===== config.mk =====
export PLATFORM = sky130hd
export DESIGN_NAME = clic_irq_dispatch
export DESIGN_NICKNAME = d
export VERILOG_FILES = /design/src/rtl/clic_irq_dispatch.sv
export SDC_FILE = /design/constraint.sdc
export NUM_CORES = 1
export LEC_CHECK = 0
export BUFFER_PORTS_ARGS = -buffer_cell sky130_fd_sc_hd__buf_2
export CORE_MARGIN = 2
export CORE_UTILIZATION = 42
export DETAILED_ROUTE_END_ITERATION = 7
export GPL_ROUTABILITY_DRIVEN = 0
export SLEW_MARGIN = 20
export SYNTH_ARGS = -nofsm -noshare
export SYNTH_HDL_FRONTEND = slang
export SYNTH_SLANG_ARGS = --single-unit

===== constraint.sdc =====
create_clock -name clk_i -period 2.2 [get_ports clk_i]
set_input_delay 0 -clock clk_i [delete_from_list [all_inputs] [get_ports clk_i]]
set_output_delay 0 -clock clk_i [all_outputs]
set_load 0.02 [all_outputs]

===== src/rtl/clic_irq_dispatch.sv =====
// Sequencer between the CLIC interrupt output and the core interrupt interface:
// holds an offer until accepted, preempts or retracts it via the kill handshake.
module clic_irq_dispatch #(
  parameter int unsigned SRC_W      = 8,
  parameter int unsigned LAT_W      = 16,
  parameter bit          PREEMPT_EN = 1'b1
) (
  input  logic             clk_i,
  input  logic             rst_i,
  input  logic             up_valid_i,
  output logic             up_ready_o,
  input  logic [SRC_W-1:0] up_id_i,
  input  logic [7:0]       up_level_i,
  input  logic             up_shv_i,
  input  logic [1:0]       up_priv_i,
  input  logic             up_kill_req_i,
  output logic             up_kill_ack_o,
  output logic             irq_valid_o,
  input  logic             irq_ready_i,
  output logic [SRC_W-1:0] irq_id_o,
  output logic [7:0]       irq_level_o,
  output logic             irq_shv_o,
  output logic [1:0]       irq_priv_o,
  output logic             irq_kill_req_o,
  input  logic             irq_kill_ack_i,
  output logic [LAT_W-1:0] lat_o,
  output logic             lat_valid_o
);

  typedef enum logic [1:0] {IDLE, OFFER, KILL} state_t;
  typedef enum logic {RETRACT, PREEMPT} reason_t;

  state_t           state;
  reason_t          reason;
  logic [SRC_W-1:0] buf_id;
  logic [7:0]       buf_level;
  logic             buf_shv;
  logic [1:0]       buf_priv;
  logic             kill_pend;
  logic             ack_q;
  logic [LAT_W-1:0] lat_cnt;
  logic [LAT_W-1:0] lat_inc;
  logic             preempt;

  assign lat_inc = (lat_cnt == '1) ? lat_cnt : lat_cnt + LAT_W'(1);

  assign preempt = PREEMPT_EN && up_valid_i &&
                   (up_level_i > buf_level) && (up_priv_i >= buf_priv);

  // The ack register suppresses back-to-back acks while the CLIC still holds its request.
  always_comb begin
    up_ready_o    = 1'b0;
    up_kill_ack_o = 1'b0;
    case (state)
      IDLE: begin
        up_ready_o    = up_valid_i;
        up_kill_ack_o = up_kill_req_i && !ack_q;
      end
      KILL: begin
        if (irq_kill_ack_i) begin
          up_kill_ack_o = kill_pend;
          up_ready_o    = (reason == PREEMPT) && up_valid_i;
        end
      end
      default: ;
    endcase
  end

  assign irq_id_o    = buf_id;
  assign irq_level_o = buf_level;
  assign irq_shv_o   = buf_shv;
  assign irq_priv_o  = buf_priv;

  always_ff @(posedge clk_i or posedge rst_i) begin
    if (rst_i) begin
      state          <= IDLE;
      reason         <= RETRACT;
      buf_id         <= '0;
      buf_level      <= '0;
      buf_shv        <= 1'b0;
      buf_priv       <= '0;
      kill_pend      <= 1'b0;
      ack_q          <= 1'b0;
      lat_cnt        <= '0;
      lat_o          <= '0;
      lat_valid_o    <= 1'b0;
      irq_valid_o    <= 1'b0;
      irq_kill_req_o <= 1'b0;
    end else begin
      lat_valid_o <= 1'b0;
      ack_q       <= up_kill_ack_o;
      if (up_ready_o) begin
        buf_id    <= up_id_i;
        buf_level <= up_level_i;
        buf_shv   <= up_shv_i;
        buf_priv  <= up_priv_i;
        lat_cnt   <= '0;
      end
      case (state)
        IDLE: begin
          if (up_valid_i) begin
            state       <= OFFER;
            irq_valid_o <= 1'b1;
          end
        end
        OFFER: begin
          if (irq_ready_i) begin
            lat_o       <= lat_inc;
            lat_valid_o <= 1'b1;
            state       <= IDLE;
            irq_valid_o <= 1'b0;
          end else if (up_kill_req_i) begin
            kill_pend      <= 1'b1;
            reason         <= RETRACT;
            state          <= KILL;
            irq_valid_o    <= 1'b0;
            irq_kill_req_o <= 1'b1;
          end else if (preempt) begin
            reason         <= PREEMPT;
            state          <= KILL;
            irq_valid_o    <= 1'b0;
            irq_kill_req_o <= 1'b1;
          end else begin
            lat_cnt <= lat_inc;
          end
        end
        KILL: begin
          if (irq_kill_ack_i) begin
            kill_pend      <= 1'b0;
            irq_kill_req_o <= 1'b0;
            if (up_ready_o) begin
              state       <= OFFER;
              irq_valid_o <= 1'b1;
            end else begin
              state <= IDLE;
            end
          end else if (up_kill_req_i) begin
            kill_pend <= 1'b1;
          end
        end
        default: begin
          state          <= IDLE;
          irq_valid_o    <= 1'b0;
          irq_kill_req_o <= 1'b0;
        end
      endcase
    end
  end

endmodule

[Yosys cells after proc, flatten, opt, wreduce, memory -nomap -nowiden]
Cells that the tools add are included.
Word-level totals
  flip-flop bits (word level): 59
  input bits: 25
  output and inout bits: 40
  logic and storage cells: 77
Cells by class
  $add $sub $neg: 1
  magnitude comparators: 2
  equality and inequality tests: 9
  mux-type cells: 36
  bitwise operators: 2
  reductions and logical operators: 14
Operator list (number)
  $mux W16: 6
  $mux W1: 19
  $add A16 B1 Y16 const B: 1
  $eq A16 B16 Y1 const B: 1
  $mux W2: 5
  $gt A8 B8 Y1: 1
  $ne A2 B2 Y1 const B: 4
  $reduce_and A4 Y1: 2
  $pmux W1 S2: 3
  $pmux W1 S3: 2
  $pmux W2 S3: 1
  $reduce_and A3 Y1: 2
  $logic_and A1 B1 Y1: 4
  $ne A4 B4 Y1 const B: 1
  $reduce_and A2 Y1: 2
  $reduce_bool A2 Y1: 2
  $ne A3 B3 Y1 const B: 1
  $eq A2 B1 Y1 const B: 1
  $eq A2 B2 Y1 const B: 1
  $ge A2 B2 Y1: 1
  $logic_not A2 Y1: 1
  $not A1 Y1: 2
  $logic_not A1 Y1: 1

[Logic depth before layout (Yosys ltp)]
Gate-level depths: netlist of run 1.
  depth in word-level cells: 8
  depth in mapped cells: 10

[Worst setup path after synthesis of run 1]
Ideal clock, no wire load.
  path kind: register to register
  start point: register lat_cnt[0]
  end point: register lat_cnt[7]
  setup time: 0.124 ns
  arrival: 1.951 ns
  required time: 2.076 ns
  setup slack: 0.125 ns
  stages on the path, launching flop included: 8
  clock period less this slack: 2.075 ns
  path through: dfrtp_1 > ha_1 > nand4_2 > or4_4 > buf_6 > nand4_2 > nor3_1 > a211o_1
On the way
  cells in the longest elaborated chain, start to end: 6
Ends and longest elaborated chain
  start: declaration: RTL line 41  | logic [LAT_W-1:0] lat_cnt;
  start signal: assignment: RTL line 124  | lat_cnt <= lat_inc;
  $add A16 B1 Y16 / $eq A16 B16 Y1 (equally long branches): RTL line 45  | assign lat_inc = (lat_cnt == '1) ? lat_cnt : lat_cnt + LAT_W'(1);
  $mux W16 (*): RTL line 45
  $mux W16 (*): RTL line 118  | end else if (preempt) begin
  $mux W16 (*): RTL line 112  | end else if (up_kill_req_i) begin
  $mux W16 (*): RTL line 107  | if (irq_ready_i) begin
  $mux W16 (*): RTL line 99  | case (state)
Every way passes the cells marked *; elsewhere a longest branch is shown, timed or not.
A chain may end at the register's enable or synchronous reset.

[Worst setup path after layout of run 1]
  start point: register buf_level[7], in the netlist irq_level_o[7]
  end point: register lat_cnt[5]
On the way
  cells in the longest elaborated chain, start to end: 7
Ends and longest elaborated chain
  start: declaration: RTL line 36  | logic [7:0] buf_level;
  start signal: assignment: RTL line 94  | buf_level <= up_level_i;
  $gt A8 B8 Y1: RTL line 48  | (up_level_i > buf_level) && (up_priv_i >= buf_priv);
  $logic_and A1 B1 Y1: RTL line 47  | assign preempt = PREEMPT_EN && up_valid_i &&
  $logic_and A1 B1 Y1: RTL line 48
  $mux W16: RTL line 118
  $mux W16: RTL line 112
  $mux W16: RTL line 107
  $mux W16: RTL line 99
Every way passes these cells.

==> results of run 1 <==
[worst max-delay path by stage]
stage | start | to
6_report | irq_level_o[7]$_DFFE_PP0P_ | lat_cnt[5]$_DFF_PP0_
2_1_floorplan | lat_cnt[0]$_DFF_PP0_ | lat_cnt[7]$_DFF_PP0_
5_1_grt | irq_level_o[6]$_DFFE_PP0P_ | lat_cnt[9]$_DFF_PP0_
3_5_place_dp | irq_level_o[7]$_DFFE_PP0P_ | lat_cnt[13]$_DFF_PP0_
4_1_cts | irq_level_o[7]$_DFFE_PP0P_ | lat_cnt[13]$_DFF_PP0_
3_3_place_gp | lat_cnt[1]$_DFF_PP0_ | lat_cnt[9]$_DFF_PP0_
[cell usage after synthesis (all sizes together)]
master / instances
a211o: 3
a211oi: 3
a21o: 5
a21oi: 19
a22o: 2
a31oi: 4
a32oi: 2
a41o: 1
a41oi: 1
and2: 1
and3: 6
and4: 1
buf: 6
clkbuf: 9
dfrtp: 59
ha: 11
inv: 17
mux2: 11
mux2i: 1
nand2: 30
nand2b: 3
nand3: 13
nand3b: 3
nand4: 6
nor2: 20
nor2b: 2
nor3: 9
nor3b: 2
nor4: 2
o211ai: 2
o21a: 2
o21ai: 32
o31ai: 3
or2: 1
or3: 3
or4: 1
xnor2: 1
xor2: 5
[power by group through the flow]
stage / Clock (mW) / Sequential, mW / Combinational (mW)
2_1_floorplan: 0 / 1.88 / 0.802
3_3_place_gp: 0 / 1.55 / 1.69
3_5_place_dp: 0 / 1.57 / 1.71
4_1_cts: 1.03 / 1.55 / 1.74
5_1_grt: 1.08 / 1.59 / 1.90
6_report: 1.01 / 1.55 / 1.73
[cell type report]
type	count	area, sq um
clock buffers	10	137.6
repair buffers	103	705.7
fillers	589	2877
multi-input cells	211	1349
inverters	17	63.81
flip-flops and latches	59	1476
well taps	96	120.1
clock inverters	6	65.06
[worst max-delay path: stages, from the launching register on]
cell     delay [ps]
dfrtp_1         340
inv_1            50
ha_1            300
nand4_1         110
o21ai_0         120
o21ai_0         240
o21ai_1         160
buf_12          180
and3_1          160
a211o_1         250
[stage by stage]
step	instances	hold WS [ps]
finish	502	59.99
CTS	502	47.29
global route	502	100.1
floorplan	302	85.72
global placement	464	83.75
detailed placement	464	87.14
[routing by layer]
layer	routed length, microns	vias to the layer above	share of wire [%]	global-route usage [%]
met3	265	13	4.1	3.864
met2	2947	61	46	29.27
li1	-	1274	-	-
met5	0	-	0	0
met4	127	0	2.0	8.392
met1	3099	1137	48	23.76
[kinds of logic (layout without fill, tap and decap cells)]
family | Yosys count | count (layout) | synth area share [%]
mux | 12 | 12 | 4.544
compound gates | 79 | 79 | 16.05
simple gates | 103 | 103 | 18.30
flops | 59 | 59 | 50.11
fa+ha+maj | 11 | 11 | 4.671
xor+xnor | 6 | 6 | 1.783
buf+inv | 32 | 136 | 4.543
[timing repair]
action	in CTS	in global routing
buffers inserted	0	0
endpoints found under the hold margin	45	0
endpoints found under the setup margin	0	5
resized for setup	0	1
hold buffers	22	0
[cell usage in the layout, fill, tap and decap left out, drive strengths merged, types with 3 or more instances in the layout]
cell type	count
a21oi	19
a31oi	4
nand2b	3
o31ai	3
and3	6
or3	3
clkinv	4
ha	11
nand4	6
nand3	13
nand3b	3
a211o	3
mux2	11
dfrtp	59
o21ai	32
a211oi	3
clkbuf	10
nor2	20
xor2	5
buf	81
dlygate4sd3	22
nand2	30
nor3	9
inv	17
a21o	5
[registers in the layout, indices dropped and copies added, names as in the netlist]
signal and cells:
irq_kill_req_o 1, irq_level_o 8, kill_pend 1, reason 1
ack_q 1, irq_id_o 8, lat_cnt 16, irq_valid_o 1
lat_o 16, irq_priv_o 2, irq_shv_o 1, lat_valid_o 1
state 2
==> impl_metrics.py, run 1 <==
metrics = {
    "placement": {
        "placed_area_sq_um": 3493,
        "port_buffers": 64,
        "place_ws_ps": 143.0,
        "dpl.hpwl_mm": 4.635,
    },
    "yosys": {
        "ys_seq_area_share_pct": 50.11,
        "synth_cells": 302,
        "synthDominantCellAreaShare_pct": 50.11,
        "netlist_top_cells_area": "dfrtp_1 (50%), ha_1 (4.7%), o21ai_0 (4.6%), mux2_2 (4.2%), nand2_1 (3.8%)",
        "syn_area_per_cell_sq_um": 9.757,
        "ys_types": 42,
        "yosysTopAreaCell": "dfrtp_1",
        "syn_nets": 338,
        "ys_ff_latch": 59,
        "synthesis.area_sq_um": 2947,
        "yosysWarnings": 0,
    },
    "pwr": {
        "power_frac_seq_pct": 36.2,
        "power_frac_comb_pct": 40.3,
        "p_clk_share_pct": 23.5,
        "power_density_nw_per_um2": 1093,
        "p_total_mw": 4.281,
        "p_int_mw": 2.640,
        "p_sw_share_pct": 38.34,
        "power_leakage_nw": 1.884,
        "ir_drop_uv": 632.5,
        "p_switching_mw": 1.642,
    },
    "sta": {
        "setup_viol": 0,
        "slew_viol_final": 0,
        "rsz0062_at_grt": "no",
        "timing.fmax_ghz": 0.4894,
        "setup-tns-final_ps": 0,
        "hold_viol": 0,
        "slew_headroom_pct": 62.90,
        "finalCriticalPeriod_ps": 2043,
        "fin_crit_sh_pct": 92.88,
        "fin_worst_skew_ps": 11.28,
        "tightestPinTransition_ps": 555.7,
        "postLayoutSetupSlackWorst_ps": 156.7,
    },
    "die": {
        "die_h_microns": 87.76,
        "die_width_microns": 87.76,
        "rows": 30,
        "dieArea_sq_um": 7702,
        "start_util_pct": 43.37,
        "pin_count": 65,
        "core_sq_um": 6794,
    },
    "clock_tree": {
        "numCtsBuffers": 9,
        "clkLatencyLatePin_ps": 350,
        "cts.sinks": 59,
        "cts-root-buf": "clkbuf_8",
        "clkTransAtPathRegs_ps": 70,
        "tritoncts": "built",
        "clk_path_buf_depth": 2,
        "h-tree-depth": 3,
    },
    "routing": {
        "drt-initial-drc-count": 99,
        "drtAntennaViolNets": 0,
        "wl_mm": 6.439,
        "viasPerCell": 4.950,
        "vias": 2485,
        "drt_first_pass_iters": 4,
        "wire_per_inst_microns": 12.83,
        "drc": 0,
    },
    "min_path": {
        "hold_path.class": "input pin to register",
        "hold-path-cell-count": 4,
        "hp-start": "irq_ready_i",
        "whs_endpoint": "kill_pend$_DFFE_PP0P_",
    },
    "run_status": {
        "status": "complete, no violations",
    },
    "flow_run": {
        "drv_cap": 0,
    },
    "grt": {
        "grt_pass1_wl_mm": 11.01,
        "grt_pass1_vias": 2450,
        "overflow": 0,
        "antenna_found_initial": 0,
        "grt_max_degree": 36,
        "track_usage_pct": 18.27,
    },
    "worst_setup_path": {
        "critical_path_class": "register to register",
        "path_max_fanout": 19,
        "reg2reg_to": "lat_cnt[5]$_DFF_PP0_",
        "cp-start-kind": "register",
        "reg2reg_from": "irq_level_o[7]$_DFFE_PP0P_",
        "cp.required_ps": 2430,
        "cp-end-kind": "register",
        "ff2ff_path_depth": 9,
        "cp_data_arrival_time_ps": 2270,
        "ff2ff_setup_slack_ps": 160,
    },
    "layout": {
        "n_antenna_cell": 0,
        "fin_area_sq_um": 3918,
        "nets": 437,
        "drive_gt1_share_pct": 29.06,
        "finish.utilization_pct": 57.66,
        "area_delta_synth_final_pct": 32.95,
    },
}
Note: power is estimated with default switching activity, not from simulation.
==> run 2: changes to the inputs <==
==> constraint.sdc (replaced) <==
create_clock -name clk_i -period 2.4 [get_ports clk_i]
set_input_delay 0 -clock clk_i [delete_from_list [all_inputs] [get_ports clk_i]]
set_output_delay 0 -clock clk_i [all_outputs]
set_load 0.02 [all_outputs]
==> run 2 against run 1 <==
Setup slack gained 21 ps. Clock power shrank 4%. Combinational power is 10% lower. Non-clock buffer count down 6. Clock skew down 3.9 ps. First-iteration DRC count increased by 25%. Total power shrank 7.4%. Sequential power fell by 7%. Maximum frequency decreased by 8.1%. Critical path type unchanged. Highest routed layer unchanged.
==> impl_metrics.py, run 2 (synthesis gave the netlist of run 1 again) <==
metrics = {
    "routing": {
        "wire_per_inst_microns": 13.43,
        "wl_mm": 6.661,
        "drt_first_pass_iters": 4,
        "drc": 0,
        "vias": 2464,
        "drtAntennaViolNets": 0,
        "drt-initial-drc-count": 124,
        "viasPerCell": 4.968,
    },
    "sta": {
        "slew_headroom_pct": 62.45,
        "slew_viol_final": 0,
        "fin_crit_sh_pct": 92.62,
        "rsz0062_at_grt": "no",
        "hold_viol": 0,
        "setup_viol": 0,
        "tightestPinTransition_ps": 562.4,
        "finalCriticalPeriod_ps": 2223,
        "fin_worst_skew_ps": 7.375,
        "timing.fmax_ghz": 0.4499,
        "setup-tns-final_ps": 0,
    },
    "worst_setup_path": {
        "cp_data_arrival_time_ps": 2480,
        "cp.required_ps": 2660,
        "cp-start-kind": "register",
        "critical_path_class": "register to register",
        "cp-end-kind": "register",
        "path_max_fanout": 11,
    },
    "clock_tree": {
        "numCtsBuffers": 9,
        "h-tree-depth": 3,
        "cts-root-buf": "clkbuf_8",
        "tritoncts": "built",
        "clkLatencyLatePin_ps": 340,
        "clkTransAtPathRegs_ps": 70,
        "cts.sinks": 59,
        "clk_path_buf_depth": 2,
    },
    "grt": {
        "overflow": 0,
        "grt_pass1_vias": 2491,
        "grt_max_degree": 35,
        "antenna_found_initial": 0,
        "track_usage_pct": 19.28,
        "grt_pass1_wl_mm": 11.55,
    },
    "die": {
        "core_sq_um": 6794,
        "dieArea_sq_um": 7702,
        "die_h_microns": 87.76,
        "pin_count": 65,
        "die_width_microns": 87.76,
        "rows": 30,
        "start_util_pct": 43.37,
    },
    "placement": {
        "placed_area_sq_um": 3423,
        "dpl.hpwl_mm": 4.763,
        "port_buffers": 64,
    },
    "layout": {
        "mostFrequentLayoutCells": "buf_2 (64), dfrtp_1 (59), nand2_1 (30)",
        "n_antenna_cell": 0,
        "top_regs": "lat_cnt (16), lat_o (16)",
        "fill_cells": 618,
        "final_common_cell": "buf_2",
        "area_delta_synth_final_pct": 30.79,
        "nets": 431,
        "drive_gt1_share_pct": 27.50,
        "fin_area_sq_um": 3854,
    },
    "min_path": {
        "hold_path.class": "input pin to register",
    },
    "pwr": {
        "p_int_mw": 2.478,
        "power_frac_comb_pct": 39.1,
        "ir_drop_uv": 567.2,
        "p_sw_share_pct": 37.51,
        "p_total_mw": 3.965,
        "p_switching_mw": 1.487,
        "p_clk_share_pct": 24.6,
        "power_frac_seq_pct": 36.3,
        "power_density_nw_per_um2": 1029,
        "power_leakage_nw": 1.844,
    },
    "flow_run": {
        "drv_cap": 0,
    },
    "run_status": {
        "status": "complete, no violations",
    },
}
-- run 2: critical path, cell delays in order (launching register included) --
cell and delay, ps:
dfrtp_1 460, ha_1 280, nand4_2 200, or4_4 620, nand2_1 190, o21ai_0 130, a21o_1 180, o21ai_1 80
-- run 2: area by class of cell --
| type | count | area [sq um] | area share [%] |
|---|---|---|---|
| clock inverters | 5 | 77.57 | 2.013 |
| clock buffers | 11 | 131.4 | 3.409 |
| inverters | 17 | 63.81 | 1.656 |
| repair buffers | 97 | 635.6 | 16.49 |
| flip-flops and latches | 59 | 1476 | 38.31 |
| multi-input cells | 211 | 1349 | 35.00 |
| well taps | 96 | 120.1 | 3.117 |
-- run 2: metrics by stage --
| step | worst slack, ps | hold WS (ps) | utilization (%) | std cells |
|---|---|---|---|---|
| final | 177.2 | 63.47 | 56.72 | 496 |
| after global routing | 1.195 | 96.38 | 56.72 | 496 |
| after CTS | 149.8 | 53.90 | 56.70 | 496 |
| after detailed placement | 169.6 | 97.25 | 50.39 | 458 |
| after global placement | 266.0 | 92.65 | 50.39 | 458 |
| after floorplan | 325.3 | 85.72 | - | 302 |
-- run 2: worst paths after layout --
kind                                      start                 endpoint  slack, ps  cells past startpoint
min in group asynchronous                 rst_i  irq_id_o[7]$_DFFE_PP0P_        290                      3
hold / removal                      irq_ready_i    kill_pend$_DFFE_PP0P_         60                      4
setup reg to reg           lat_cnt[0]$_DFF_PP0_     lat_cnt[9]$_DFF_PP0_        180                      7
hold reg to reg            lat_o[4]$_DFFE_PP0P_     lat_o[4]$_DFFE_PP0P_        470                      2
max in group asynchronous                 rst_i    lat_cnt[12]$_DFF_PP0_       1530                      4
setup / recovery           lat_cnt[0]$_DFF_PP0_     lat_cnt[9]$_DFF_PP0_        180                      7
-- run 2: layer usage --
layer  global-route usage, %  up-vias  part of all wire [%]  wire [microns]
li1                        -     1259                     -               -
met1                   24.85     1135                    48            3205
met2                   30.92       66                    46            3037
met3                   6.409        4                   5.8             386
met4                   5.874        0                  0.48              32
met5                       0        -                     0               0
-- run 2: what timing repair did --
| action | 4_1_cts | 5_1_grt |
|---|---|---|
| resized for setup | 0 | 1 |
| hold buffers | 22 | 0 |
| buffers inserted | 0 | 0 |
| hold endpoints to repair | 46 | 0 |
| setup endpoints to repair | 0 | 3 |
-- run 2: power by group through the flow --
stage	Sequential, mW	Clock, mW	Combinational, mW
after floorplan	1.72	0	0.735
after CTS	1.44	1.00	1.57
after global placement	1.44	0	1.53
after global routing	1.47	1.05	1.72
final	1.44	0.974	1.55
after detailed placement	1.45	0	1.54
